**config.mk**
```make
export PLATFORM = sky130hd
export DESIGN_NAME = counter_timer_arbiter
export DESIGN_NICKNAME = d
export VERILOG_FILES = /design/src/rtl/counter_timer_arbiter.sv
export SDC_FILE = /design/constraint.sdc
export NUM_CORES = 1
export LEC_CHECK = 0
export BUFFER_PORTS_ARGS = -buffer_cell sky130_fd_sc_hd__buf_2
export CAP_MARGIN = 15
export CORE_MARGIN = 1.5
export CORE_UTILIZATION = 35
export DETAILED_ROUTE_END_ITERATION = 8
export GPL_TIMING_DRIVEN = 0
export PLACE_DENSITY = 0.66
export SLEW_MARGIN = 20
export SYNTH_ARGS = -nofsm -noshare
export SYNTH_HDL_FRONTEND = slang
export SYNTH_SLANG_ARGS = --single-unit
```
**constraint.sdc**
```tcl
create_clock -name clk -period 2.7 [get_ports clk]
set_clock_uncertainty 0.1 [all_clocks]
set_input_delay 0.135 -clock clk [delete_from_list [all_inputs] [get_ports clk]]
set_output_delay 0.135 -clock clk [all_outputs]
set_load 0.01 [all_outputs]
```
**src/rtl/counter_timer_arbiter.sv**
```systemverilog
// Round-robin owner of a down-counter: grants one of two requesters an interval
// of its programmed length, counts it to zero, then pulses done to the winner.
module counter_timer_arbiter #(
  parameter int unsigned CNT_W = 4
) (
  input  logic             clk,
  input  logic             rst,
  input  logic [1:0]       req,
  input  logic [CNT_W-1:0] len0,
  input  logic [CNT_W-1:0] len1,
  input  logic             abort,
  output logic [1:0]       gnt,
  output logic             busy,
  output logic [CNT_W-1:0] count,
  output logic [1:0]       done,
  output logic             aborted
);

  typedef enum logic [1:0] {IDLE, RUN, DONE} state_t;

  localparam logic [CNT_W-1:0] ONE = CNT_W'(1);

  state_t           state_q, state_d;
  logic [1:0]       gnt_q, gnt_d;
  logic [1:0]       done_q, done_d;
  logic [CNT_W-1:0] count_q, count_d;
  logic             aborted_q, aborted_d;
  logic             last_q, last_d;
  logic             win_q, win_d;
  logic             win_c;
  logic [CNT_W-1:0] win_len;

  always_ff @(posedge clk or negedge rst) begin
    if (!rst) begin
      state_q   <= IDLE;
      gnt_q     <= '0;
      done_q    <= '0;
      count_q   <= '0;
      aborted_q <= 1'b0;
      last_q    <= 1'b1;
      win_q     <= 1'b0;
    end else begin
      state_q   <= state_d;
      gnt_q     <= gnt_d;
      done_q    <= done_d;
      count_q   <= count_d;
      aborted_q <= aborted_d;
      last_q    <= last_d;
      win_q     <= win_d;
    end
  end

  // Under contention the requester that was not served last wins.
  assign win_c   = (req == 2'b11) ? ~last_q : req[1];
  assign win_len = win_c ? len1 : len0;

  always_comb begin
    state_d   = state_q;
    gnt_d     = gnt_q;
    done_d    = '0;
    count_d   = count_q;
    aborted_d = aborted_q;
    last_d    = last_q;
    win_d     = win_q;
    case (state_q)
      IDLE: begin
        if (req != '0) begin
          win_d   = win_c;
          gnt_d   = {win_c, ~win_c};
          count_d = win_len;
          if (win_len != '0) begin
            state_d = RUN;
          end else begin
            state_d = DONE;
            done_d  = {win_c, ~win_c};
          end
        end
      end
      RUN: begin
        if (abort) begin
          state_d   = DONE;
          count_d   = '0;
          aborted_d = 1'b1;
          done_d    = gnt_q;
        end else if (count_q <= ONE) begin
          state_d = DONE;
          count_d = '0;
          done_d  = gnt_q;
        end else begin
          count_d = count_q - ONE;
        end
      end
      DONE: begin
        state_d   = IDLE;
        gnt_d     = '0;
        aborted_d = 1'b0;
        last_d    = win_q;
      end
      default: state_d = IDLE;
    endcase
  end

  assign gnt     = gnt_q;
  assign busy    = (state_q != IDLE);
  assign count   = count_q;
  assign done    = done_q;
  assign aborted = aborted_q;

endmodule
```
==> flow_results.xml, run 1 <==
<?xml version="1.0" encoding="UTF-8"?>
<metrics>
  <group name="setup_path">
    <metric name="reg2reg_from" unit="">count[0]</metric>
    <metric name="r2r_end" unit="">count[3]</metric>
    <metric name="timing.reg2reg.setup_slack" unit="ns">0.85</metric>
    <metric name="worst_setup_path_end_kind" unit="">register</metric>
    <metric name="worst_ep_required_time" unit="ns">2.78</metric>
    <metric name="worst_path_max_delay_cell" unit="">sky130_fd_sc_hd__o311ai_2</metric>
    <metric name="timing_worst_setup_path_type" unit="">reg -&gt; reg</metric>
    <metric name="critical-path-max-stage-delay" unit="ns">0.49</metric>
    <metric name="number_of_cell_instances_on_the_worst_register_to_register_path" unit="">6</metric>
    <metric name="path_cells" unit="">inv_1 &gt; ha_1 &gt; nor2_1 &gt; o311ai_2 &gt; o21ai_0 &gt; a21o_1</metric>
    <metric name="worst-endpoint-arrival" unit="ns">1.92</metric>
    <metric name="worst_setup_path_start_kind" unit="">register</metric>
    <metric name="path_max_fanout" unit="">8</metric>
  </group>
  <group name="power_and_ir_drop">
    <metric name="ir_drop" unit="mV">0.536</metric>
    <metric name="switching_power" unit="uW">419</metric>
    <metric name="p_seq_share" unit="%">38.0</metric>
    <metric name="power.density_cell_area" unit="nW/um^2">1060</metric>
    <metric name="netSwitchingFraction" unit="%">42.6</metric>
    <metric name="power.static_leakage" unit="nW">0.467</metric>
    <metric name="total_power" unit="uW">984</metric>
    <metric name="power.internal" unit="uW">564</metric>
    <metric name="pwr-share-clk" unit="%">12.3</metric>
    <metric name="combPwrFrac" unit="%">49.6</metric>
  </group>
  <group name="layout">
    <metric name="fraction_of_the_core_area_covered_by_cells_at_the_end_of_the_flow" unit="%">46.7</metric>
    <metric name="layout.filler_cells" unit="">192</metric>
    <metric name="syn2layout_area_growth" unit="%">24.2</metric>
    <metric name="fin_area" unit="sq um">926</metric>
    <metric name="mostFrequentLayoutCell" unit="">sky130_fd_sc_hd__buf_2</metric>
    <metric name="regArea" unit="sq um">327</metric>
    <metric name="finish.net_count" unit="">117</metric>
    <metric name="n_antenna_cell" unit="">0</metric>
    <metric name="multi_input_area" unit="sq um">384</metric>
    <metric name="layout-drive-gt1-share" unit="%">31.7</metric>
    <metric name="most-common-layout-cells" unit="">sky130_fd_sc_hd__buf_2, sky130_fd_sc_hd__dfrtp_1, sky130_fd_sc_hd__inv_1</metric>
  </group>
  <group name="drt">
    <metric name="dr_total_vias" unit="">666</metric>
    <metric name="post_drt_via_cell_ratio" unit="">5.20</metric>
    <metric name="ant_nets" unit="">0</metric>
    <metric name="detailedRoute.firstPassIterationCount" unit="">4</metric>
    <metric name="detail_route.wl_per_cell" unit="um">13.1</metric>
    <metric name="drtIter0Drc" unit="">6</metric>
    <metric name="route.detailed.drc" unit="">0</metric>
    <metric name="routed_wire_length" unit="mm">1.67</metric>
  </group>
  <group name="die">
    <metric name="ioPinCount" unit="">23</metric>
    <metric name="die_y" unit="um">49.2</metric>
    <metric name="die_width" unit="um">49.2</metric>
    <metric name="fp.coreArea" unit="sq um">1980</metric>
    <metric name="die_area" unit="sq um">2420</metric>
    <metric name="number_of_standard_cell_rows_in_the_floorplan" unit="">16</metric>
    <metric name="initial_core_util" unit="%">37.6</metric>
  </group>
  <group name="synth">
    <metric name="ys_seq_elements" unit="">13</metric>
    <metric name="postSynthAreaPerCell" unit="sq um">10.1</metric>
    <metric name="synth_edf_count" unit="">0</metric>
    <metric name="synth_top_flop_cell" unit="">sky130_fd_sc_hd__dfrtp_1</metric>
    <metric name="synthDistinctLibCells" unit="">30</metric>
    <metric name="post_synth_inst_count" unit="">74</metric>
    <metric name="syn_nets" unit="">89</metric>
    <metric name="async_flop_share" unit="%">100</metric>
    <metric name="ys_warn_count" unit="">0</metric>
    <metric name="seq_area_frac_synth" unit="%">43.8</metric>
    <metric name="synth.cell_area" unit="sq um">746</metric>
  </group>
  <group name="timing">
    <metric name="rsz0062_at_grt" unit="">no</metric>
    <metric name="timing.final.crit_period" unit="ns">1.85</metric>
    <metric name="tightest_slew" unit="ns">0.564</metric>
    <metric name="slew_headroom" unit="%">62.4</metric>
    <metric name="fin_setup_tns" unit="ns">0</metric>
    <metric name="setup_violators_final" unit="">0</metric>
    <metric name="final.period_utilization" unit="%">68.5</metric>
    <metric name="final-max-slew-violation-count" unit="">0</metric>
    <metric name="timing_limited_maximum_frequency" unit="MHz">541</metric>
    <metric name="final_hold_viol_count" unit="">0</metric>
  </group>
  <group name="clock_network">
    <metric name="worstSkewPairLatency" unit="ns">0.28</metric>
    <metric name="cts_max_level" unit="">1</metric>
    <metric name="clock_sinks" unit="">13</metric>
    <metric name="clkSlewWorstSetupHoldPaths" unit="ns">0.08</metric>
    <metric name="clockRootBuffer" unit="">sky130_fd_sc_hd__clkbuf_4</metric>
    <metric name="ctsResizeCount" unit="">0</metric>
    <metric name="cts_made_buffers" unit="">3</metric>
    <metric name="cts_buffer_depth" unit="">2</metric>
    <metric name="clock_tree_from_tritoncts" unit="">yes</metric>
  </group>
  <group name="min_path">
    <metric name="hp-start" unit="">len1[3]</metric>
    <metric name="hold_path_end" unit="">done[1]</metric>
    <metric name="worstHoldPathType" unit="">in -&gt; reg</metric>
    <metric name="hold_path_depth" unit="">4</metric>
  </group>
  <group name="global_routing">
    <metric name="antenna_violations_before_repair" unit="">0</metric>
    <metric name="grt_start_max_net_pins" unit="">14</metric>
    <metric name="grt_util_all_layers" unit="%">15.0</metric>
    <metric name="global_route.overflow_total" unit="">0</metric>
    <metric name="vias_in_the_first_global_route" unit="">642</metric>
    <metric name="first_pass_grt_wire_length" unit="mm">2.84</metric>
  </group>
  <group name="job">
    <metric name="drv_cap" unit="">0</metric>
  </group>
  <group name="placement">
    <metric name="dp_hpwl" unit="mm">1.27</metric>
    <metric name="detailed_place.area" unit="sq um">890</metric>
    <metric name="port_bufs" unit="">22</metric>
    <metric name="routabilityCongestion" unit="">0.816</metric>
  </group>
  <group name="run_status">
    <metric name="outcome" unit="">finished, final reports clean</metric>
  </group>
</metrics>
-- cells in the mapped netlist, types with 2 or more instances --
library cell               number  area (sq um)
sky130_fd_sc_hd__nor3_1         2          10.0
sky130_fd_sc_hd__o31ai_1        2          15.0
sky130_fd_sc_hd__a21oi_1        6          30.0
sky130_fd_sc_hd__a21o_1         2          15.0
sky130_fd_sc_hd__dfrtp_1       12           300
sky130_fd_sc_hd__o21ai_0        4          20.0
sky130_fd_sc_hd__o32ai_1        2          17.5
sky130_fd_sc_hd__o211a_1        2          20.0
sky130_fd_sc_hd__nor2_1         5          18.8
sky130_fd_sc_hd__mux2i_1        4          40.0
sky130_fd_sc_hd__nand3_1        2          10.0
sky130_fd_sc_hd__nor4_1         2          12.5
sky130_fd_sc_hd__inv_1          7          26.3
sky130_fd_sc_hd__nand2_1        3          11.3
sky130_fd_sc_hd__ha_1           2          25.0
sky130_fd_sc_hd__o221a_1        2          22.5
sky130_fd_sc_hd__nand2b_1       2          12.5
-- timing repair --
item	4_1_cts	5_1_grt
hold buffers	1	0
buffers inserted	0	0
hold endpoints to repair	13	0
-- power groups by stage --
stage	clock, mW	sequential (mW)	combinational, mW
2_1_floorplan	0	0.394	0.309
6_report	0.121	0.374	0.488
5_1_grt	0.133	0.386	0.550
3_3_place_gp	0	0.377	0.473
3_5_place_dp	0	0.375	0.484
4_1_cts	0.124	0.374	0.491
-- metal layers --
metal	global-route usage, %	vias up	routed length [um]
met4	3.33	0	15
met1	17.8	314	774
li1	-	330	-
met2	24.3	20	753
met5	0	-	0
met3	7.36	2	127
-- metrics by stage --
step / worst slack, ns / cells / hold WS (ns)
after floorplan: 1.01 / 74 / -0.261
after global placement: 0.889 / 123 / -0.0637
after detailed placement: 0.874 / 123 / -0.0626
after CTS: 0.854 / 128 / 0.0593
after global routing: 0.637 / 128 / 0.0981
final: 0.852 / 128 / 0.0654
-- worst max-delay path by stage --
| stage | from | endpoint | slack (ns) | cells past startpoint |
|---|---|---|---|---|
| global placement | count[0] | count[3] | 0.89 | 6 |
| global route | count[0] | count[3] | 0.64 | 6 |
| finish | count[0] | count[3] | 0.85 | 6 |
| CTS | count[0] | count[3] | 0.85 | 6 |
| detailed placement | count[0] | count[3] | 0.87 | 6 |
| floorplan | count[0] | count[3] | 1.01 | 6 |
-- cells by family after synthesis --
group | count (synthesis) | share of synthesized area [%]
AOI/OAI and AO/OA | 27 | 29.4
and+or+nand+nor | 18 | 11.9
DFF | 13 | 43.8
buffers and inverters | 9 | 4.70
muxes | 5 | 6.88
adders and majority gates | 2 | 3.36
-- state kept, by name (all words and copies together), names as in the netlist --
| signal | count |
|---|---|
| aborted | 1 |
| count | 4 |
| done | 2 |
| gnt | 2 |
| last_q | 1 |
| state_q | 2 |
| win_q | 1 |
-- layout make-up --
cell class / count / area share [%]
well taps: 27 / 3.65
plain buffers: 2 / 0.946
clock buffers: 4 / 2.84
multi-input cells: 52 / 41.5
flip-flops and latches: 13 / 35.3
inverters: 7 / 2.84
repair buffers: 23 / 13.0
-- critical path: cells and delay by family, from the launching register on --
kind	cells	cell delay, ns
AOI/OAI and AO/OA	3	0.88
buffers and inverters	1	0.09
and+or+nand+nor	1	0.07
DFF	1	0.43
adders and majority gates	1	0.18
No activity file was read; power rests on OpenSTA's default activity.
==> run 2: changes to the inputs <==
PLACE_DENSITY = 0.68   (was 0.66)
clock period = 1.6 ns   (was 2.7 ns; I/O delays follow)
==> flow_results.xml, run 2 (synthesized netlist as in run 1, its figures left out) <==
<?xml version="1.0" encoding="UTF-8"?>
<metrics>
  <group name="power_and_ir_drop">
    <metric name="netSwitchingFraction" unit="%">42.2</metric>
    <metric name="total_power" unit="mW">1.90</metric>
    <metric name="pwr-share-clk" unit="%">10.7</metric>
    <metric name="switching_power" unit="uW">803</metric>
    <metric name="power.density_cell_area" unit="nW/um^2">1850</metric>
    <metric name="ir_drop" unit="mV">1.02</metric>
    <metric name="power.internal" unit="mW">1.10</metric>
    <metric name="p_seq_share" unit="%">34.3</metric>
    <metric name="power.static_leakage" unit="nW">0.501</metric>
    <metric name="combPwrFrac" unit="%">55.0</metric>
  </group>
  <group name="clock_network">
    <metric name="clock_sinks" unit="">13</metric>
    <metric name="clockRootBuffer" unit="">sky130_fd_sc_hd__clkbuf_4</metric>
    <metric name="clkSlewWorstSetupHoldPaths" unit="ns">0.08</metric>
    <metric name="cts_buffer_depth" unit="">2</metric>
    <metric name="worstSkewPairLatency" unit="ns">0.28</metric>
    <metric name="clock_tree_from_tritoncts" unit="">yes</metric>
    <metric name="cts_made_buffers" unit="">3</metric>
    <metric name="cts_max_level" unit="">1</metric>
  </group>
  <group name="placement">
    <metric name="port_bufs" unit="">22</metric>
    <metric name="detailed_place.area" unit="sq um">933</metric>
    <metric name="routabilityCongestion" unit="">0.774</metric>
    <metric name="dp_hpwl" unit="mm">1.28</metric>
  </group>
  <group name="drt">
    <metric name="routed_wire_length" unit="mm">1.72</metric>
    <metric name="ant_nets" unit="">0</metric>
    <metric name="post_drt_via_cell_ratio" unit="">5.21</metric>
    <metric name="route.detailed.drc" unit="">0</metric>
    <metric name="dr_total_vias" unit="">698</metric>
    <metric name="detailedRoute.firstPassIterationCount" unit="">4</metric>
    <metric name="drtIter0Drc" unit="">19</metric>
    <metric name="detail_route.wl_per_cell" unit="um">12.8</metric>
  </group>
  <group name="die">
    <metric name="ioPinCount" unit="">23</metric>
    <metric name="die_width" unit="um">49.2</metric>
    <metric name="initial_core_util" unit="%">37.6</metric>
    <metric name="fp.coreArea" unit="sq um">1980</metric>
    <metric name="die_area" unit="sq um">2420</metric>
    <metric name="number_of_standard_cell_rows_in_the_floorplan" unit="">16</metric>
    <metric name="die_y" unit="um">49.2</metric>
  </group>
  <group name="setup_path">
    <metric name="path_cells" unit="">inv_2 &gt; ha_4 &gt; nor2_4 &gt; o311ai_4 &gt; buf_6 &gt; o32ai_1 &gt; a21o_1</metric>
    <metric name="path_max_fanout" unit="">8</metric>
    <metric name="worst_setup_path_end_kind" unit="">register</metric>
    <metric name="worstPathBufferInverterCount" unit="">2</metric>
    <metric name="critical-path-max-stage-delay" unit="ns">0.45</metric>
    <metric name="timing_worst_setup_path_type" unit="">reg -&gt; reg</metric>
    <metric name="number_of_cell_instances_on_the_worst_register_to_register_path" unit="">7</metric>
    <metric name="worst_path_max_delay_cell" unit="">sky130_fd_sc_hd__dfrtp_2</metric>
    <metric name="worst-endpoint-arrival" unit="ns">1.66</metric>
    <metric name="number_of_stages_on_the_worst_setup_path" unit="">7</metric>
    <metric name="worst_setup_path_start_kind" unit="">register</metric>
    <metric name="worst_ep_required_time" unit="ns">1.67</metric>
    <metric name="cpLargestDelayFamily" unit="">compound AO/OA/AOI/OAI gates</metric>
  </group>
  <group name="global_routing">
    <metric name="grt_start_max_net_pins" unit="">14</metric>
    <metric name="vias_in_the_first_global_route" unit="">645</metric>
    <metric name="first_pass_grt_wire_length" unit="mm">2.85</metric>
    <metric name="antenna_violations_before_repair" unit="">0</metric>
    <metric name="global_route.overflow_total" unit="">0</metric>
    <metric name="grt_util_all_layers" unit="%">15.0</metric>
  </group>
  <group name="timing">
    <metric name="setup_violators_final" unit="">0</metric>
    <metric name="slew_headroom" unit="%">73.7</metric>
    <metric name="tightest_slew" unit="ns">0.391</metric>
    <metric name="timing_limited_maximum_frequency" unit="MHz">630</metric>
    <metric name="final.period_utilization" unit="%">99.1</metric>
    <metric name="rsz0062_at_grt" unit="">yes</metric>
    <metric name="timing.final.crit_period" unit="ns">1.59</metric>
    <metric name="final-max-slew-violation-count" unit="">0</metric>
    <metric name="final_hold_viol_count" unit="">0</metric>
  </group>
  <group name="min_path">
    <metric name="hold_path_depth" unit="">4</metric>
    <metric name="worstHoldPathType" unit="">in -&gt; reg</metric>
  </group>
  <group name="layout">
    <metric name="largest_register_ffs" unit="">4</metric>
    <metric name="mostFrequentLayoutCell" unit="">sky130_fd_sc_hd__buf_2</metric>
    <metric name="layout-drive-gt1-share" unit="%">43.0</metric>
    <metric name="fraction_of_the_core_area_covered_by_cells_at_the_end_of_the_flow" unit="%">52.0</metric>
    <metric name="syn2layout_area_growth" unit="%">38.1</metric>
    <metric name="fin_area" unit="sq um">1030</metric>
    <metric name="n_antenna_cell" unit="">0</metric>
    <metric name="most-common-layout-cells" unit="">sky130_fd_sc_hd__buf_2, sky130_fd_sc_hd__dfrtp_1, sky130_fd_sc_hd__a21oi_1</metric>
    <metric name="finish.net_count" unit="">123</metric>
  </group>
  <group name="run_status">
    <metric name="outcome" unit="">finished, final reports clean</metric>
  </group>
  <group name="job">
    <metric name="drv_cap" unit="">0</metric>
  </group>
</metrics>
[run 2: changes by cell type in the layout (fill, tap and decap cells not counted), sizes merged]
cell  previous run  this run
buf             23        29
[run 2: path summary, 6_finish.rpt]
check | from | endpoint | slack (ns)
setup / recovery | count[0] | count[2] | 0.01
hold / removal | len1[3] | done[1] | 0.02
setup reg to reg | count[0] | count[2] | 0.01
hold reg to reg | aborted | aborted | 0.42
max in group asynchronous | rst | last_q | 1.01
min in group asynchronous | rst | state_q[0] | 0.12
[run 2: worst register-to-register path, cell delays in order (launching register included)]
cell and delay, ns:
sky130_fd_sc_hd__dfrtp_2 0.45, sky130_fd_sc_hd__inv_2 0.09, sky130_fd_sc_hd__ha_4 0.15, sky130_fd_sc_hd__nor2_4 0.04
sky130_fd_sc_hd__o311ai_4 0.21, sky130_fd_sc_hd__buf_6 0.17, sky130_fd_sc_hd__o32ai_1 0.10, sky130_fd_sc_hd__a21o_1 0.16
[run 2: layout make-up]
cell class / count / area (sq um)
plain buffers: 2 / 8.76
clock buffers: 4 / 26.3
fillers: 197 / 952
inverters: 7 / 26.3
multi-input cells: 52 / 438
flip-flops and latches: 13 / 328
well taps: 27 / 33.8
repair buffers: 29 / 169
[run 2: power groups by stage]
| stage | registers [mW] | logic (mW) | clock network (mW) |
|---|---|---|---|
| 6_report | 0.654 | 1.05 | 0.204 |
| 5_1_grt | 0.677 | 1.16 | 0.226 |
| 4_1_cts | 0.658 | 0.962 | 0.205 |
| 3_5_place_dp | 0.668 | 0.919 | 0 |
| 3_3_place_gp | 0.663 | 0.904 | 0 |
| 2_1_floorplan | 0.690 | 0.619 | 0 |
[run 2: timing repair]
action | 4_1_cts | 5_1_grt
setup buffers | 2 | 4
pin swaps | 1 | 5
hold endpoints to repair | 13 | 0
gates cloned | 0 | 0
hold buffers | 1 | 0
gates resized for setup | 0 | 3
endpoints found under the setup margin | 4 | 5
[run 2: through the flow]
step                setup TNS (ns)  hold slack (ns)  setup WS, ns  std cells
finish                           0           0.0188        0.0138        134
CTS                              0           0.0170        0.0118        130
global placement            -0.188           -0.119       -0.0782        123
floorplan                        0           -0.316       0.00482         74
global route                -0.117           0.0373       -0.0367        134
detailed placement          -0.302           -0.115        -0.106        123
[run 2: metal layers]
layer  routed length, um  vias up  GRT usage [%]
met2                 805       27           23.9
met4                  21        0           5.71
met3                 103        3           3.37
met5                   0        -              0
li1                    -      341              -
met1                 784      327           19.6
==> run 3: changes to the inputs <==
ABC_AREA = 1   (was default)
CTS_BUF_LIST = sky130_fd_sc_hd__clkbuf_8 sky130_fd_sc_hd__clkbuf_16   (was default)
==> flow_results.xml, run 3 <==
<?xml version="1.0" encoding="UTF-8"?>
<metrics>
  <group name="run_status">
    <metric name="outcome" unit="">finished, final reports clean</metric>
  </group>
  <group name="placement">
    <metric name="routabilityCongestion" unit="">0.763</metric>
    <metric name="numPlacedInstances" unit="">155</metric>
    <metric name="place_ws" unit="ns">0.101</metric>
    <metric name="port_bufs" unit="">22</metric>
    <metric name="dp_hpwl" unit="mm">1.25</metric>
  </group>
  <group name="layout">
    <metric name="mostFrequentLayoutCell" unit="">sky130_fd_sc_hd__nand2_1</metric>
    <metric name="largest_register_ffs" unit="">4</metric>
    <metric name="syn2layout_area_growth" unit="%">28.6</metric>
    <metric name="finish.net_count" unit="">151</metric>
    <metric name="layout-drive-gt1-share" unit="%">34.1</metric>
    <metric name="n_antenna_cell" unit="">0</metric>
    <metric name="fin_cells" unit="">163</metric>
    <metric name="most-common-layout-cells" unit="">sky130_fd_sc_hd__nand2_1, sky130_fd_sc_hd__buf_2, sky130_fd_sc_hd__inv_1</metric>
  </group>
  <group name="timing">
    <metric name="final-max-slew-violation-count" unit="">0</metric>
    <metric name="timing.final.crit_period" unit="ns">1.47</metric>
    <metric name="tightest_slew" unit="ns">0.300</metric>
    <metric name="final_hold_viol_count" unit="">0</metric>
    <metric name="fin_setup_tns" unit="ns">0</metric>
    <metric name="slew_headroom" unit="%">80.0</metric>
    <metric name="final.period_utilization" unit="%">92.1</metric>
    <metric name="setup_violators_final" unit="">0</metric>
    <metric name="worst_slack" unit="ns">0.126</metric>
    <metric name="timing_limited_maximum_frequency" unit="MHz">678</metric>
  </group>
  <group name="global_routing">
    <metric name="vias_in_the_first_global_route" unit="">669</metric>
    <metric name="global_route.overflow_total" unit="">0</metric>
    <metric name="first_pass_grt_wire_length" unit="mm">2.77</metric>
    <metric name="grt_util_all_layers" unit="%">14.0</metric>
    <metric name="antenna_violations_before_repair" unit="">0</metric>
    <metric name="grt_start_max_net_pins" unit="">14</metric>
  </group>
  <group name="synth">
    <metric name="synth.cell_area" unit="sq um">792</metric>
    <metric name="ys_warn_count" unit="">0</metric>
    <metric name="seq_area_frac_synth" unit="%">41.2</metric>
    <metric name="synthDistinctLibCells" unit="">19</metric>
    <metric name="synthMostInstantiatedCell" unit="">sky130_fd_sc_hd__nand2_1</metric>
    <metric name="ys_top_cells_by_area" unit="">sky130_fd_sc_hd__dfrtp_1, sky130_fd_sc_hd__nand2_1, sky130_fd_sc_hd__inv_1</metric>
    <metric name="syn_nets" unit="">120</metric>
    <metric name="yosys-top-cells-count" unit="">sky130_fd_sc_hd__nand2_1, sky130_fd_sc_hd__inv_1, sky130_fd_sc_hd__dfrtp_1, sky130_fd_sc_hd__nand3_1</metric>
    <metric name="async_flop_share" unit="%">100</metric>
    <metric name="synth_edf_count" unit="">0</metric>
    <metric name="ys_seq_elements" unit="">13</metric>
    <metric name="synth.largest_area_cell" unit="">sky130_fd_sc_hd__dfrtp_1</metric>
    <metric name="yosysTopAreaCellShare" unit="%">37.9</metric>
    <metric name="postSynthAreaPerCell" unit="sq um">7.54</metric>
    <metric name="synth_top_flop_cell" unit="">sky130_fd_sc_hd__dfrtp_1</metric>
    <metric name="post_synth_inst_count" unit="">105</metric>
  </group>
  <group name="setup_path">
    <metric name="worst_path_max_delay_cell" unit="">sky130_fd_sc_hd__dfrtp_1</metric>
    <metric name="worstPathBufferInverterCount" unit="">3</metric>
    <metric name="cpLargestDelayFamily" unit="">simple AND/OR/NAND/NOR gates</metric>
    <metric name="critical-path-max-stage-delay" unit="ns">0.41</metric>
    <metric name="worst_ep_required_time" unit="ns">1.69</metric>
    <metric name="worst_setup_path_end_kind" unit="">register</metric>
    <metric name="path_max_fanout" unit="">7</metric>
    <metric name="path_cells" unit="">buf_4 &gt; ha_1 &gt; inv_1 &gt; nand2_1 &gt; nand2_2 &gt; nand3_4 &gt; inv_1 &gt; nand2_1 &gt; nand2_1 &gt; nand2_1 &gt; nand2_1</metric>
    <metric name="worst-endpoint-arrival" unit="ns">1.56</metric>
    <metric name="most_frequent_cell_on_the_critical_path" unit="">sky130_fd_sc_hd__nand2_1</metric>
    <metric name="timing_worst_setup_path_type" unit="">reg -&gt; reg</metric>
    <metric name="worst_setup_path_start_kind" unit="">register</metric>
  </group>
  <group name="die">
    <metric name="fp.coreArea" unit="sq um">2170</metric>
    <metric name="initial_core_util" unit="%">36.5</metric>
    <metric name="die_y" unit="um">50.6</metric>
    <metric name="die_area" unit="sq um">2560</metric>
    <metric name="die_width" unit="um">50.6</metric>
    <metric name="number_of_standard_cell_rows_in_the_floorplan" unit="">17</metric>
    <metric name="ioPinCount" unit="">23</metric>
  </group>
  <group name="clock_network">
    <metric name="worstSkewPairLatency" unit="ns">0.25</metric>
    <metric name="clockRootBuffer" unit="">sky130_fd_sc_hd__clkbuf_8</metric>
    <metric name="clkSlewWorstSetupHoldPaths" unit="ns">0.06</metric>
    <metric name="clock_sinks" unit="">13</metric>
    <metric name="cts_buffer_depth" unit="">2</metric>
    <metric name="cts_max_level" unit="">1</metric>
    <metric name="cts_made_buffers" unit="">3</metric>
    <metric name="clock_tree_from_tritoncts" unit="">yes</metric>
  </group>
  <group name="drt">
    <metric name="route.detailed.drc" unit="">0</metric>
    <metric name="post_drt_via_cell_ratio" unit="">4.63</metric>
    <metric name="routed_wire_length" unit="mm">1.66</metric>
    <metric name="detailedRoute.firstPassIterationCount" unit="">4</metric>
    <metric name="ant_nets" unit="">0</metric>
    <metric name="dr_total_vias" unit="">755</metric>
    <metric name="detail_route.wl_per_cell" unit="um">10.2</metric>
    <metric name="drtIter0Drc" unit="">11</metric>
  </group>
  <group name="power_and_ir_drop">
    <metric name="ir_drop" unit="mV">0.740</metric>
    <metric name="power.density_cell_area" unit="nW/um^2">1800</metric>
    <metric name="power.static_leakage" unit="nW">0.580</metric>
  </group>
  <group name="min_path">
    <metric name="worstHoldPathType" unit="">in -&gt; reg</metric>
  </group>
  <group name="job">
    <metric name="drv_cap" unit="">0</metric>
  </group>
</metrics>
## run 3: kinds of logic after synthesis
logic type	count (synthesis)	synth area share [%]
AO/OA/AOI/OAI	11	9.80
adder cells (fa/ha/maj)	2	3.16
buffers and inverters	16	7.58
flip-flops	13	41.2
AND/OR/NAND/NOR	63	38.2
## run 3: layout make-up
cell class | count | area (sq um)
Fill cell | 220 | 1150
Multi-Input combinational cell | 76 | 408
Sequential cell | 13 | 327
Timing Repair Buffer | 26 | 143
Inverter | 16 | 60.1
Clock buffer | 3 | 41.3
Tap cell | 28 | 35.0
Clock inverter | 1 | 5.00
## run 3: path summary, 6_finish.rpt
kind | start | to | slack [ns] | depth (start not counted)
max | count[0] | count[3] | 0.13 | 11
min | abort | aborted | 0.07 | 3
max reg2reg | count[0] | count[3] | 0.13 | 11
min reg2reg | aborted | aborted | 0.39 | 2
max in group asynchronous | rst | last_q | 0.97 | 2
min in group asynchronous | rst | aborted | 0.15 | 2
## run 3: per-stage QoR
| stage | utilization [%] | cell area (sq um) | hold WS (ns) | total power, mW |
|---|---|---|---|---|
| floorplan | - | 792 | -0.316 | 1.22 |
| global placement | 43.2 | 937 | -0.121 | 1.45 |
| detailed placement | 43.2 | 937 | -0.112 | 1.48 |
| CTS | 45.8 | 993 | 0.0722 | 1.78 |
| global route | 46.9 | 1020 | 0.0903 | 2.00 |
| finish | 46.9 | 1020 | 0.0713 | 1.83 |
## run 3: power breakdown
part | switching, mW | internal, mW
logic | 0.576 | 0.362
clock network | 0.127 | 0.172
registers | 0.114 | 0.483
## run 3: tightest hold or removal path, cell delays in order
cell and delay (ns):
sky130_fd_sc_hd__buf_2 0.08, sky130_fd_sc_hd__inv_1 0.07, sky130_fd_sc_hd__o21ai_0 0.15
## run 3: timing repair
action | CTS | global route
endpoints found under the hold margin | 13 | 0
hold buffers | 1 | 0
resized for setup | 0 | 1
setup buffers | 0 | 3
setup endpoints to repair | 0 | 4
## run 3: metal layers
layer	wire length [um]	global-route usage, %	vias up
met2	776	23.0	18
met5	0	0	-
li1	-	-	386
met3	48	0.893	4
met1	796	17.9	347
met4	33	8.11	0
